--- config.mk ---
export PLATFORM = sky130hd
export DESIGN_NAME = store_data_align_flat
export DESIGN_NICKNAME = d
export VERILOG_FILES = /design/src/rtl/store_data_align_pkg.sv /design/src/rtl/store_data_align_if.sv /design/src/rtl/store_data_align_lane_shift.sv /design/src/rtl/store_data_align.sv /design/src/flat_wrapper.sv
export SDC_FILE = /design/constraint.sdc
export NUM_CORES = 1
export LEC_CHECK = 0
export ABC_AREA = 1
export CAP_MARGIN = 20
export CORE_MARGIN = 8
export CORE_UTILIZATION = 30
export DETAILED_ROUTE_END_ITERATION = 10
export DONT_BUFFER_PORTS = 1
export PLACE_DENSITY = 0.49
export RECOVER_POWER = 25
export REMOVE_ABC_BUFFERS = 1
export SLEW_MARGIN = 25
export SYNTH_ARGS = -nofsm -noshare
export SYNTH_HDL_FRONTEND = slang
export SYNTH_SLANG_ARGS = --single-unit
--- constraint.sdc ---
create_clock -name clk -period 3 [get_ports clk]
set_input_delay 0.75 -clock clk [delete_from_list [all_inputs] [get_ports clk]]
set_output_delay 0.75 -clock clk [all_outputs]
set_load 0.01 [all_outputs]
--- src/rtl/store_data_align_pkg.sv ---
// -----------------------------------------------------------------------------
// store_data_align_pkg
//
// Shared definitions for the store data alignment unit:
//   - store size encodings (same values as the load-side ld_src field)
//   - FSM state type for the beat sequencer
//   - per-size byte-lane masks and a helper that selects one from st_src
// -----------------------------------------------------------------------------
package store_data_align_pkg;

    localparam int XLEN_W = 32;

    // Store size encodings; 2'b11 is a second word encoding kept for
    // compatibility with ld_src.
    localparam logic [1:0] ST_WORD     = 2'b00;
    localparam logic [1:0] ST_HALF     = 2'b01;
    localparam logic [1:0] ST_BYTE     = 2'b10;
    localparam logic [1:0] ST_WORD_ALT = 2'b11;

    // Byte-lane masks before shifting by the address offset. Eight bits wide
    // so that the lanes spilling into the next word remain visible.
    localparam logic [7:0] MASK8_BYTE = 8'h01;
    localparam logic [7:0] MASK8_HALF = 8'h03;
    localparam logic [7:0] MASK8_WORD = 8'h0F;

    typedef enum logic [1:0] {
        IDLE  = 2'd0,
        BEAT0 = 2'd1,
        BEAT1 = 2'd2
    } state_e;

    function automatic logic [7:0] size_mask8(input logic [1:0] st_src);
        logic [7:0] m;
        case (st_src)
            ST_BYTE:     m = MASK8_BYTE;
            ST_HALF:     m = MASK8_HALF;
            ST_WORD:     m = MASK8_WORD;
            ST_WORD_ALT: m = MASK8_WORD;
            default:     m = MASK8_WORD;
        endcase
        return m;
    endfunction

endpackage

--- src/rtl/store_data_align_if.sv ---
// -----------------------------------------------------------------------------
// store_data_align_if
//
// Bundles the store request handshake and the data-memory write port.
//   req_valid / req_ready   request handshake (core -> unit)
//   req_addr, req_wdata     byte address and rs2 data of the store
//   st_src                  store size (word / half / byte)
//   mem_we                  write beat valid (unit -> memory)
//   mem_addr                word-aligned write address
//   mem_wdata, mem_be       lane-aligned data and byte enables
//   mem_ack                 memory accepted the current beat
//   done                    one-cycle pulse when a store completes
//   misalign                one-cycle pulse when a misaligned store is rejected
//
// Modports: master = core/memory side, slave = the alignment unit.
// -----------------------------------------------------------------------------
interface store_data_align_if;
    import store_data_align_pkg::*;

    logic              req_valid;
    logic              req_ready;
    logic [XLEN_W-1:0] req_addr;
    logic [XLEN_W-1:0] req_wdata;
    logic [1:0]        st_src;

    logic              mem_we;
    logic [XLEN_W-1:0] mem_addr;
    logic [XLEN_W-1:0] mem_wdata;
    logic [3:0]        mem_be;
    logic              mem_ack;

    logic              done;
    logic              misalign;

    modport master (
        output req_valid, req_addr, req_wdata, st_src, mem_ack,
        input  req_ready, mem_we, mem_addr, mem_wdata, mem_be, done, misalign
    );

    modport slave (
        input  req_valid, req_addr, req_wdata, st_src, mem_ack,
        output req_ready, mem_we, mem_addr, mem_wdata, mem_be, done, misalign
    );

endinterface

--- src/rtl/store_data_align_lane_shift.sv ---
// -----------------------------------------------------------------------------
// store_data_align_lane_shift
//
// Combinational byte-lane placement for a store.
//   off    in   byte offset within the word (addr[1:0])
//   st_src in   store size
//   wdata  in   rs2 store data (low bytes used for sb/sh)
//   be8    out  byte enables across two consecutive words
//                [3:0] -> first word, [7:4] -> following word
//   d64    out  store data shifted onto those eight lanes
// -----------------------------------------------------------------------------
module store_data_align_lane_shift
    import store_data_align_pkg::*;
(
    input  logic [1:0]  off,
    input  logic [1:0]  st_src,
    input  logic [31:0] wdata,
    output logic [7:0]  be8,
    output logic [63:0] d64
);

    assign be8 = size_mask8(st_src) << off;
    assign d64 = {32'b0, wdata} << {off, 3'b000};

endmodule

--- src/rtl/store_data_align.sv ---
// -----------------------------------------------------------------------------
// store_data_align
//
// Converts a store request (byte address, rs2 data, size) into word-aligned
// writes to the data memory. Stores that cross a word boundary are either
// split into two beats (SPLIT_EN=1) or rejected with a misalign pulse
// (SPLIT_EN=0).
//
// Ports:
//   clk    in  system clock, rising edge
//   rst_n  in  synchronous reset, active-low
//   bus    slave modport of store_data_align_if (request + memory port)
//
// Parameters:
//   SPLIT_EN  1 = split misaligned stores, 0 = reject them
//   XLEN      data/address width; only 32 is supported
// -----------------------------------------------------------------------------
module store_data_align
    import store_data_align_pkg::*;
#(
    parameter bit SPLIT_EN = 1'b1,
    parameter int XLEN     = 32
)(
    input  logic                clk,
    input  logic                rst_n,
    store_data_align_if.slave   bus
);

    state_e            state,        state_nxt;
    logic              we_p0,        we_nxt;
    logic [XLEN-1:0]   addr_p0,      addr_nxt;
    logic [XLEN-1:0]   wdata_p0,     wdata_nxt;
    logic [3:0]        be_p0,        be_nxt;
    logic              done_p0,      done_nxt;
    logic              misalign_p0,  misalign_nxt;
    // Second-beat lanes, captured at acceptance so the request inputs may
    // change freely afterwards. A non-zero hi_be_p0 marks a split store.
    logic [3:0]        hi_be_p0,     hi_be_nxt;
    logic [XLEN-1:0]   hi_wdata_p0,  hi_wdata_nxt;

    logic [7:0]        be8;
    logic [63:0]       d64;
    logic              need_split;

    store_data_align_lane_shift u_lane_shift (
        .off    (bus.req_addr[1:0]),
        .st_src (bus.st_src),
        .wdata  (bus.req_wdata),
        .be8    (be8),
        .d64    (d64)
    );

    assign need_split = |be8[7:4];

    always_ff @(posedge clk) begin
        if (!rst_n) begin
            state       <= IDLE;
            we_p0       <= 1'b0;
            addr_p0     <= '0;
            wdata_p0    <= '0;
            be_p0       <= 4'b0;
            done_p0     <= 1'b0;
            misalign_p0 <= 1'b0;
            hi_be_p0    <= 4'b0;
            hi_wdata_p0 <= '0;
        end else begin
            state       <= state_nxt;
            we_p0       <= we_nxt;
            addr_p0     <= addr_nxt;
            wdata_p0    <= wdata_nxt;
            be_p0       <= be_nxt;
            done_p0     <= done_nxt;
            misalign_p0 <= misalign_nxt;
            hi_be_p0    <= hi_be_nxt;
            hi_wdata_p0 <= hi_wdata_nxt;
        end
    end

    always_comb begin
        state_nxt    = state;
        we_nxt       = we_p0;
        addr_nxt     = addr_p0;
        wdata_nxt    = wdata_p0;
        be_nxt       = be_p0;
        done_nxt     = 1'b0;
        misalign_nxt = 1'b0;
        hi_be_nxt    = hi_be_p0;
        hi_wdata_nxt = hi_wdata_p0;

        case (state)
            IDLE: begin
                if (bus.req_valid) begin
                    if (!SPLIT_EN && need_split) begin
                        // Rejected: no bus activity, stay ready.
                        misalign_nxt = 1'b1;
                    end else begin
                        // First beat is loaded straight from the request so
                        // mem_we rises in the cycle after acceptance.
                        state_nxt    = BEAT0;
                        we_nxt       = 1'b1;
                        addr_nxt     = {bus.req_addr[XLEN-1:2], 2'b00};
                        be_nxt       = be8[3:0];
                        wdata_nxt    = d64[31:0];
                        hi_be_nxt    = be8[7:4];
                        hi_wdata_nxt = d64[63:32];
                    end
                end
            end

            BEAT0: begin
                if (bus.mem_ack) begin
                    if (hi_be_p0 != 4'b0) begin
                        state_nxt = BEAT1;
                        addr_nxt  = addr_p0 + XLEN'(4);   // wraps at 2^32
                        be_nxt    = hi_be_p0;
                        wdata_nxt = hi_wdata_p0;
                    end else begin
                        state_nxt = IDLE;
                        we_nxt    = 1'b0;
                        be_nxt    = 4'b0;
                        done_nxt  = 1'b1;
                    end
                end
            end

            BEAT1: begin
                if (bus.mem_ack) begin
                    state_nxt = IDLE;
                    we_nxt    = 1'b0;
                    be_nxt    = 4'b0;
                    done_nxt  = 1'b1;
                end
            end

            default: begin
                state_nxt = IDLE;
                we_nxt    = 1'b0;
                be_nxt    = 4'b0;
            end
        endcase
    end

    assign bus.req_ready = (state == IDLE);
    assign bus.mem_we    = we_p0;
    assign bus.mem_addr  = addr_p0;
    assign bus.mem_wdata = wdata_p0;
    assign bus.mem_be    = be_p0;
    assign bus.done      = done_p0;
    assign bus.misalign  = misalign_p0;

endmodule

--- src/flat_wrapper.sv ---
// flat-port wrapper written by rule: the top's interface ports become plain ports
module store_data_align_flat import store_data_align_pkg::*;
#(
    parameter bit SPLIT_EN = 1'b1,
    parameter int XLEN     = 32
)
  (clk, rst_n, bus_req_valid, bus_req_addr, bus_req_wdata, bus_st_src, bus_mem_ack, bus_req_ready, bus_mem_we, bus_mem_addr, bus_mem_wdata, bus_mem_be, bus_done, bus_misalign);
  store_data_align_if bus_i ();
  input  logic clk;
  input  logic rst_n;
  input wire logic [$bits(bus_i.req_valid)-1:0] bus_req_valid;
  input wire logic [$bits(bus_i.req_addr)-1:0] bus_req_addr;
  input wire logic [$bits(bus_i.req_wdata)-1:0] bus_req_wdata;
  input wire logic [$bits(bus_i.st_src)-1:0] bus_st_src;
  input wire logic [$bits(bus_i.mem_ack)-1:0] bus_mem_ack;
  output wire logic [$bits(bus_i.req_ready)-1:0] bus_req_ready;
  output wire logic [$bits(bus_i.mem_we)-1:0] bus_mem_we;
  output wire logic [$bits(bus_i.mem_addr)-1:0] bus_mem_addr;
  output wire logic [$bits(bus_i.mem_wdata)-1:0] bus_mem_wdata;
  output wire logic [$bits(bus_i.mem_be)-1:0] bus_mem_be;
  output wire logic [$bits(bus_i.done)-1:0] bus_done;
  output wire logic [$bits(bus_i.misalign)-1:0] bus_misalign;
  assign bus_i.req_valid = bus_req_valid;
  assign bus_i.req_addr = bus_req_addr;
  assign bus_i.req_wdata = bus_req_wdata;
  assign bus_i.st_src = bus_st_src;
  assign bus_i.mem_ack = bus_mem_ack;
  assign bus_req_ready = bus_i.req_ready;
  assign bus_mem_we = bus_i.mem_we;
  assign bus_mem_addr = bus_i.mem_addr;
  assign bus_mem_wdata = bus_i.mem_wdata;
  assign bus_mem_be = bus_i.mem_be;
  assign bus_done = bus_i.done;
  assign bus_misalign = bus_i.misalign;
  store_data_align #(.SPLIT_EN(SPLIT_EN), .XLEN(XLEN)) u_core (.clk(clk), .rst_n(rst_n), .bus(bus_i));
endmodule
======== After elaboration in Yosys (flattened, before gate mapping) ========
Index checks and enable logic that the tools add are counted.
operators by class
  $add $sub $neg .......................... 1
  equality and inequality tests ........... 10
  shift operators ......................... 2
  mux-type cells .......................... 28
  reductions and logical operators ........ 9
operators by type and width
  kind                                                 number
  two-way mux 32 bit                                   6
  one-hot mux 32 bit (2 select lines)                  2
  left shift 32 x 5 -> 64 bit                          1
  adder 32 x 3 -> 32 bit, second input constant        1
  one-hot mux 8 bit (3 select lines)                   1
  two-way mux 4 bit                                    4
  one-hot mux 4 bit (3 select lines)                   1
  two-way mux 2 bit                                    4
  != test 2 bit, second input constant                 4
  AND reduction 4 bit                                  2
  left shift 8 x 2 -> 8 bit                            1
  two-way mux 1 bit                                    7
  equality test 2 bit, second input constant           3
  one-hot mux 2 bit (3 select lines)                   1
  equality test 2 x 1 -> 1 bit, second input constant  2
  logical NOT 2 bit                                    2
  nonzero test 4 bit                                   1
  one-hot mux 1 bit (3 select lines)                   1
  AND reduction 3 bit                                  1
  != test 2 x 1 -> 1 bit, second input constant        1
  one-hot mux 1 bit (2 select lines)                   1
  AND reduction 2 bit                                  1
  nonzero test 2 bit                                   1
  OR reduction 2 bit                                   1
storage, ports and cells
  register bits ........................... 108
  bits of input ports ..................... 70
  output and inout port bits .............. 72
  word-level logic and storage cells ...... 58

======== Logic depth before layout (Yosys ltp) ========
  depth after elaboration ................. 6
  depth in mapped cells ................... 14
  gate-level depth less buffers ........... 12

======== Hierarchy ========
A second synthesis with hierarchy kept.
second synthesis, totals
  cells, all modules ...................... 1,032
  area, all modules ....................... 6,289.8 µm²
modules (own cells, without submodules)
  module                       instances  cells an instance  area each (µm²)  sequential area each (µm²)
  store_data_align             1          786                5,154.9          2,122.0
  store_data_align_lane_shift  1          246                1,134.8          0.0

======== Worst setup path before layout ========
Ideal clock, no wire load.
  path kind ............................... input to register
  start point ............................. input port bus_st_src[0]
  end point ............................... register u_core.hi_be_p0[0]
  library setup time ...................... 95 ps
  data arrival time ....................... 1,646 ps
  data required time ...................... 2,905 ps
  path slack .............................. 1,258 ps
  stages on the path ...................... 5
  buffers on the path ..................... 0
  cell sequence ........................... inv_1 ha_1 o21ai_0 or2_2 a221oi_1
between the ends
  cells in the longest elaborated chain, start to end .. 4
  elaborated cells on any way between the ends .. 7
  classes of those cells .................. eq/ne (3); shift (1); mux (1); reduce/logical (2)
RTL lines
  what                                                      RTL line                           text
  start: declaration                                        flat_wrapper.sv:14                 input wire logic [$bits(bus_i.st_src)-1:0] bus_st_src;
  equality test 2 bit or logical NOT 2 bit (tied branches)  store_data_align_pkg.sv:34         case (st_src)
  OR reduction 2 bit (no source line)                       n/a
  one-hot mux 8 bit (3 select lines) *                      store_data_align_pkg.sv:34
  left shift 8 x 2 -> 8 bit *                               store_data_align_lane_shift.sv:22  assign be8 = size_mask8(st_src) << off;
  end signal: assignment                                    store_data_align.sv:74             hi_be_p0 <= hi_be_nxt;
  end: declaration                                          store_data_align.sv:38             logic [3:0] hi_be_p0, hi_be_nxt;
Mark *: on every way between the ends. The rest lies on a longest branch, timed or not. The select of a mux whose other input is x is not followed.
A chain may end at the register's enable or synchronous reset.

======== Worst setup path in the final report ========
  start point ............................. register u_core.state[0]
  end point ............................... register u_core.addr_p0[11], in the netlist u_core.bus.mem_addr[11]
between the ends
  cells in the longest elaborated chain, start to end .. 3
  elaborated cells on any way between the ends .. 8
  classes of those cells .................. eq/ne (4); mux (1); reduce/logical (3)
RTL lines
  what                                                                  RTL line                text
  start: declaration                                                    store_data_align.sv:29  state_e state, state_nxt;
  start signal: assignment                                              store_data_align.sv:67  state <= state_nxt;
  logical NOT 2 bit *                                                   n/a
  named net bus_req_ready                                               flat_wrapper.sv:16      output wire logic [$bits(bus_i.req_ready)-1:0] bus_req_ready;
  != test 2 bit (no source line) or nonzero test 2 bit (tied branches)  n/a
  AND reduction 4 bit (no source line)                                  n/a
  end signal: assignment                                                store_data_align.sv:69  addr_p0 <= addr_nxt;
  end: declaration                                                      store_data_align.sv:31  logic [XLEN-1:0] addr_p0, addr_nxt;
The timed path passes the listed nets; every way through them passes the cells marked *.

==> run summary <==
For this block, the via count after detailed routing is 5405. The first global-routing pass estimated 30600 um of wire. Buffers added to address setup during post-CTS repair amount to 0.

The post-route cell area came out at 5970 um2. The element type at the critical path end is a register. For this configuration, the core starts out at a cell density of 30.7%.

The library cell used most frequently in the layout, excluding fill and tap cells, is nand2_1. The data arrival at the endpoint of the critical path is 2530 ps. For this run, the top clock speed supported by timing is 439 MHz. Total track usage: 16.5%.

For the headroom to the max-slew limit, the log shows 56.7%. After synthesis the cells add up to 5550 um2. Summed over all instances, the cell type with the most area after synthesis is dfxtp_1. The detail route stage leaves a number of antenna-violating nets equal to 0. In the synthesized netlist the dominant register cell turns out to be dfxtp_1. The number of failing hold endpoints at the final stage is 0. After synthesis, flip-flops and latches occupy 35.0% of the total area.

The logs give 0 for the total grt overflow and 5700 um2 for the instance area after placement. For this block, the routed nets add up to 19000 um of wire. The synthesized flop and latch total came out at 97. The share of flip-flops with an asynchronous set or reset works out to 0%. The run gives 0 as the number of antenna violations at the first check in global routing. The number of rows in the core area was 49; the areal power density over the cells was 962 nW/um2.

The flow ran to the end, and the final reports show no timing, DRC or antenna violations. The path class of the tightest hold or removal check is register to register. The transition time at the pin with the least slew margin came out at 647 ps. The worst setup path is of the register to register kind. Clock-pin slew was measured on the worst setup and hold paths at 70 ps. After detailed routing, the number of remaining DRC violations is 0. For the met3 track utilization from global routing, the log shows 7.20%. Once detailed placement completed, the half-perimeter wirelength came to 13400 um. Leaving out fill and tap cells, the most frequent cells in the layout are nand2_1 (291), nor2_1 (134), dfxtp_1 (97). The logs give 5 for the number of optimization iterations in the first detailed-route pass and 33.0% for the final standard cell utilization of the core. Met1 layer usage reported by global route: 19.1%.

The top cell type's share of synthesized area was 35.0%. The analysis attributes to net switching a power of 2.72 mW. In the final design database the tool counted 938 nets. The clock passes through at most 2 buffers. Layout overhead on the synthesized area: 7.62%. Yosys attributes the largest share of cell area to dfxtp_1 (35%), nand2_1 (20%), nor2_1 (9.1%), a21oi_1 (6.5%), o21ai_0 (5.1%). The run gives 0 as the number of pins exceeding their max-slew limit in the final report.

For this run, the number of Yosys warnings is 0. Setup repair after global routing left no endpoint under its margin. The total die area is 23100 um2. TritonCTS built the clock tree. The worst-case IR drop observed on VDD is 0.000466 V. The per-cell routed wire length was 17.4 um. Clock tree root driver cell: clkbuf_16. Synthesis handed over a netlist of 890 instances. The congestion estimate from routability-driven global placement came to 0.815. Counting the buffers created by CTS gives 9.

The core region is 18100 um2. Entering global routing, the biggest net connects 49 pins. Data on the critical path is required at its endpoint by 3260 ps.

The number of hold-repair buffers added at the cts stage was 0. Measured along the y axis, the die boundary spans 152 um. The maximum net fanout on the critical path was 45. 0 antenna diodes ended up in the layout. The clock network accounts for 19.6% of the total power. Summed over all failing endpoints, the final setup total negative slack is 0 ps. For the worst-skew pair, the clock arrives at the later sink with an insertion delay of 360 ps. The via count of the first global-routing pass came out at 5332. In the global route stage, met2 resource usage came out at 27.1%. The netlist uses 36 different library cells. The internal power summed over all cells was 3.02 mW; the number of failing setup endpoints in the final timing report was 0. The fraction of final layout cells sized beyond drive strength 1 works out to 5.53%. The tools report the proportion of power drawn by flip-flops and latches as 41.9%. For the leakage power total, the log shows 2.36 nW. The average instance in the mapped netlist occupies 6.23 um2. In this run, synthesis inferred 0 flip-flops with an integrated enable.

Across the routed clock network, the largest skew measured is 8.57 ps. STA classifies the critical path startpoint as a register. The count of buffers added on input and output ports is 0. Count of cells resized by post-cts repair: 0. Busiest layer in global routing: met2. 142 I/O pins were placed. The clock period could shrink to 2280 ps. After the first detailed-routing iteration, the DRC count stood at 347.

In this run the horizontal extent of the chip is 152 um. The post-route fraction of the period consumed by the critical path is 75.9%, and the detailed-route vias per instance is 4.93. Per report_power, the combinational group accounts for 38.4% of the total. The run gives 97 as the TritonCTS sink count. Max-cap violations in this run came to 0. The number of H-tree levels was 3; the switching portion of total power was 47.4%.
[final cells by class]
type / count / area, um2
fill: 2033 / 12100
multi-input combinational: 680 / 3110
sequential: 97 / 1940
tap: 229 / 287
inverter: 62 / 235
clock buffer: 11 / 233
timing repair buffer: 13 / 123
clock inverter: 5 / 38.8
[synthesized netlist by cell type, types with 5 or more instances]
library cell / n
a21oi_1: 72
a22oi_1: 8
buf_2: 22
buf_4: 9
clkbuf_1: 19
dfxtp_1: 97
ha_1: 5
inv_1: 57
mux2i_1: 8
nand2_1: 291
nand3_1: 43
nor2_1: 134
nor2_2: 5
o211ai_1: 26
o21ai_0: 56
o21ai_1: 5
[power by group through the flow]
stage / clock network, mW / logic [mW] / registers [mW]
CTS: 1.16 / 2.24 / 2.43
global placement: 0 / 2.23 / 2.46
finish: 1.13 / 2.21 / 2.41
detailed placement: 0 / 2.23 / 2.46
global route: 1.21 / 2.54 / 2.50
floorplan: 0 / 1.56 / 2.23
[critical path, stage by stage, from the launching register on]
cell and delay [ps]:
dfxtp_1 360, inv_1 70, ha_1 320, inv_2 150
o21ai_2 60, inv_2 80, nand3_4 280, inv_4 500
nand2_1 100, nand2_1 80, nand3_1 60, nand2_1 60
inv_1 30
[metal layers]
| layer | up-vias | share of wire (%) |
|---|---|---|
| met5 | - | 0 |
| met4 | 0 | 1.6 |
| met1 | 2413 | 42 |
| met3 | 20 | 10 |
| met2 | 165 | 46 |
| li1 | 2807 | - |
[cells by family (layout without fill, tap and decap cells)]
family	after synthesis	count (layout)	synth area share, %
fa+ha+maj	5	5	1.13
buf+inv	115	91	9.06
simple gates	488	488	35.5
other cells	1	3	0.0676
compound gates	176	176	17.8
mux	8	8	1.44
flops	97	97	35.0
[path summary, 6_finish.rpt]
kind | start | endpoint | slack (ps) | cells past startpoint
hold reg to reg | u_core.hi_wdata_p0[8] | u_core.hi_wdata_p0[8] | 470 | 2
hold / removal | u_core.hi_wdata_p0[8] | u_core.hi_wdata_p0[8] | 470 | 2
setup / recovery | u_core.state[0] | u_core.bus.mem_addr[11] | 720 | 12
setup reg to reg | u_core.state[0] | u_core.bus.mem_addr[11] | 720 | 12
[flip-flops by register name, summed over array words and instances (netlist names)]
name                  cells
u_core.state              2
u_core.bus.mem_wdata     32
u_core.bus.mem_be         4
u_core.hi_wdata_p0       24
u_core.bus.mem_addr      30
u_core.bus.mem_we         1
u_core.hi_be_p0           3
u_core.bus.done           1
[stage by stage]
step	worst slack (ps)	hold WS, ps	std cells	power, mW
after CTS	676	471	1097	5.84
after floorplan	-226	446	839	3.78
final	724	467	1097	5.74
after global placement	746	457	1081	4.69
after global routing	472	482	1097	6.25
after detailed placement	709	459	1081	4.69
Note: power is estimated with default switching activity, not from simulation.
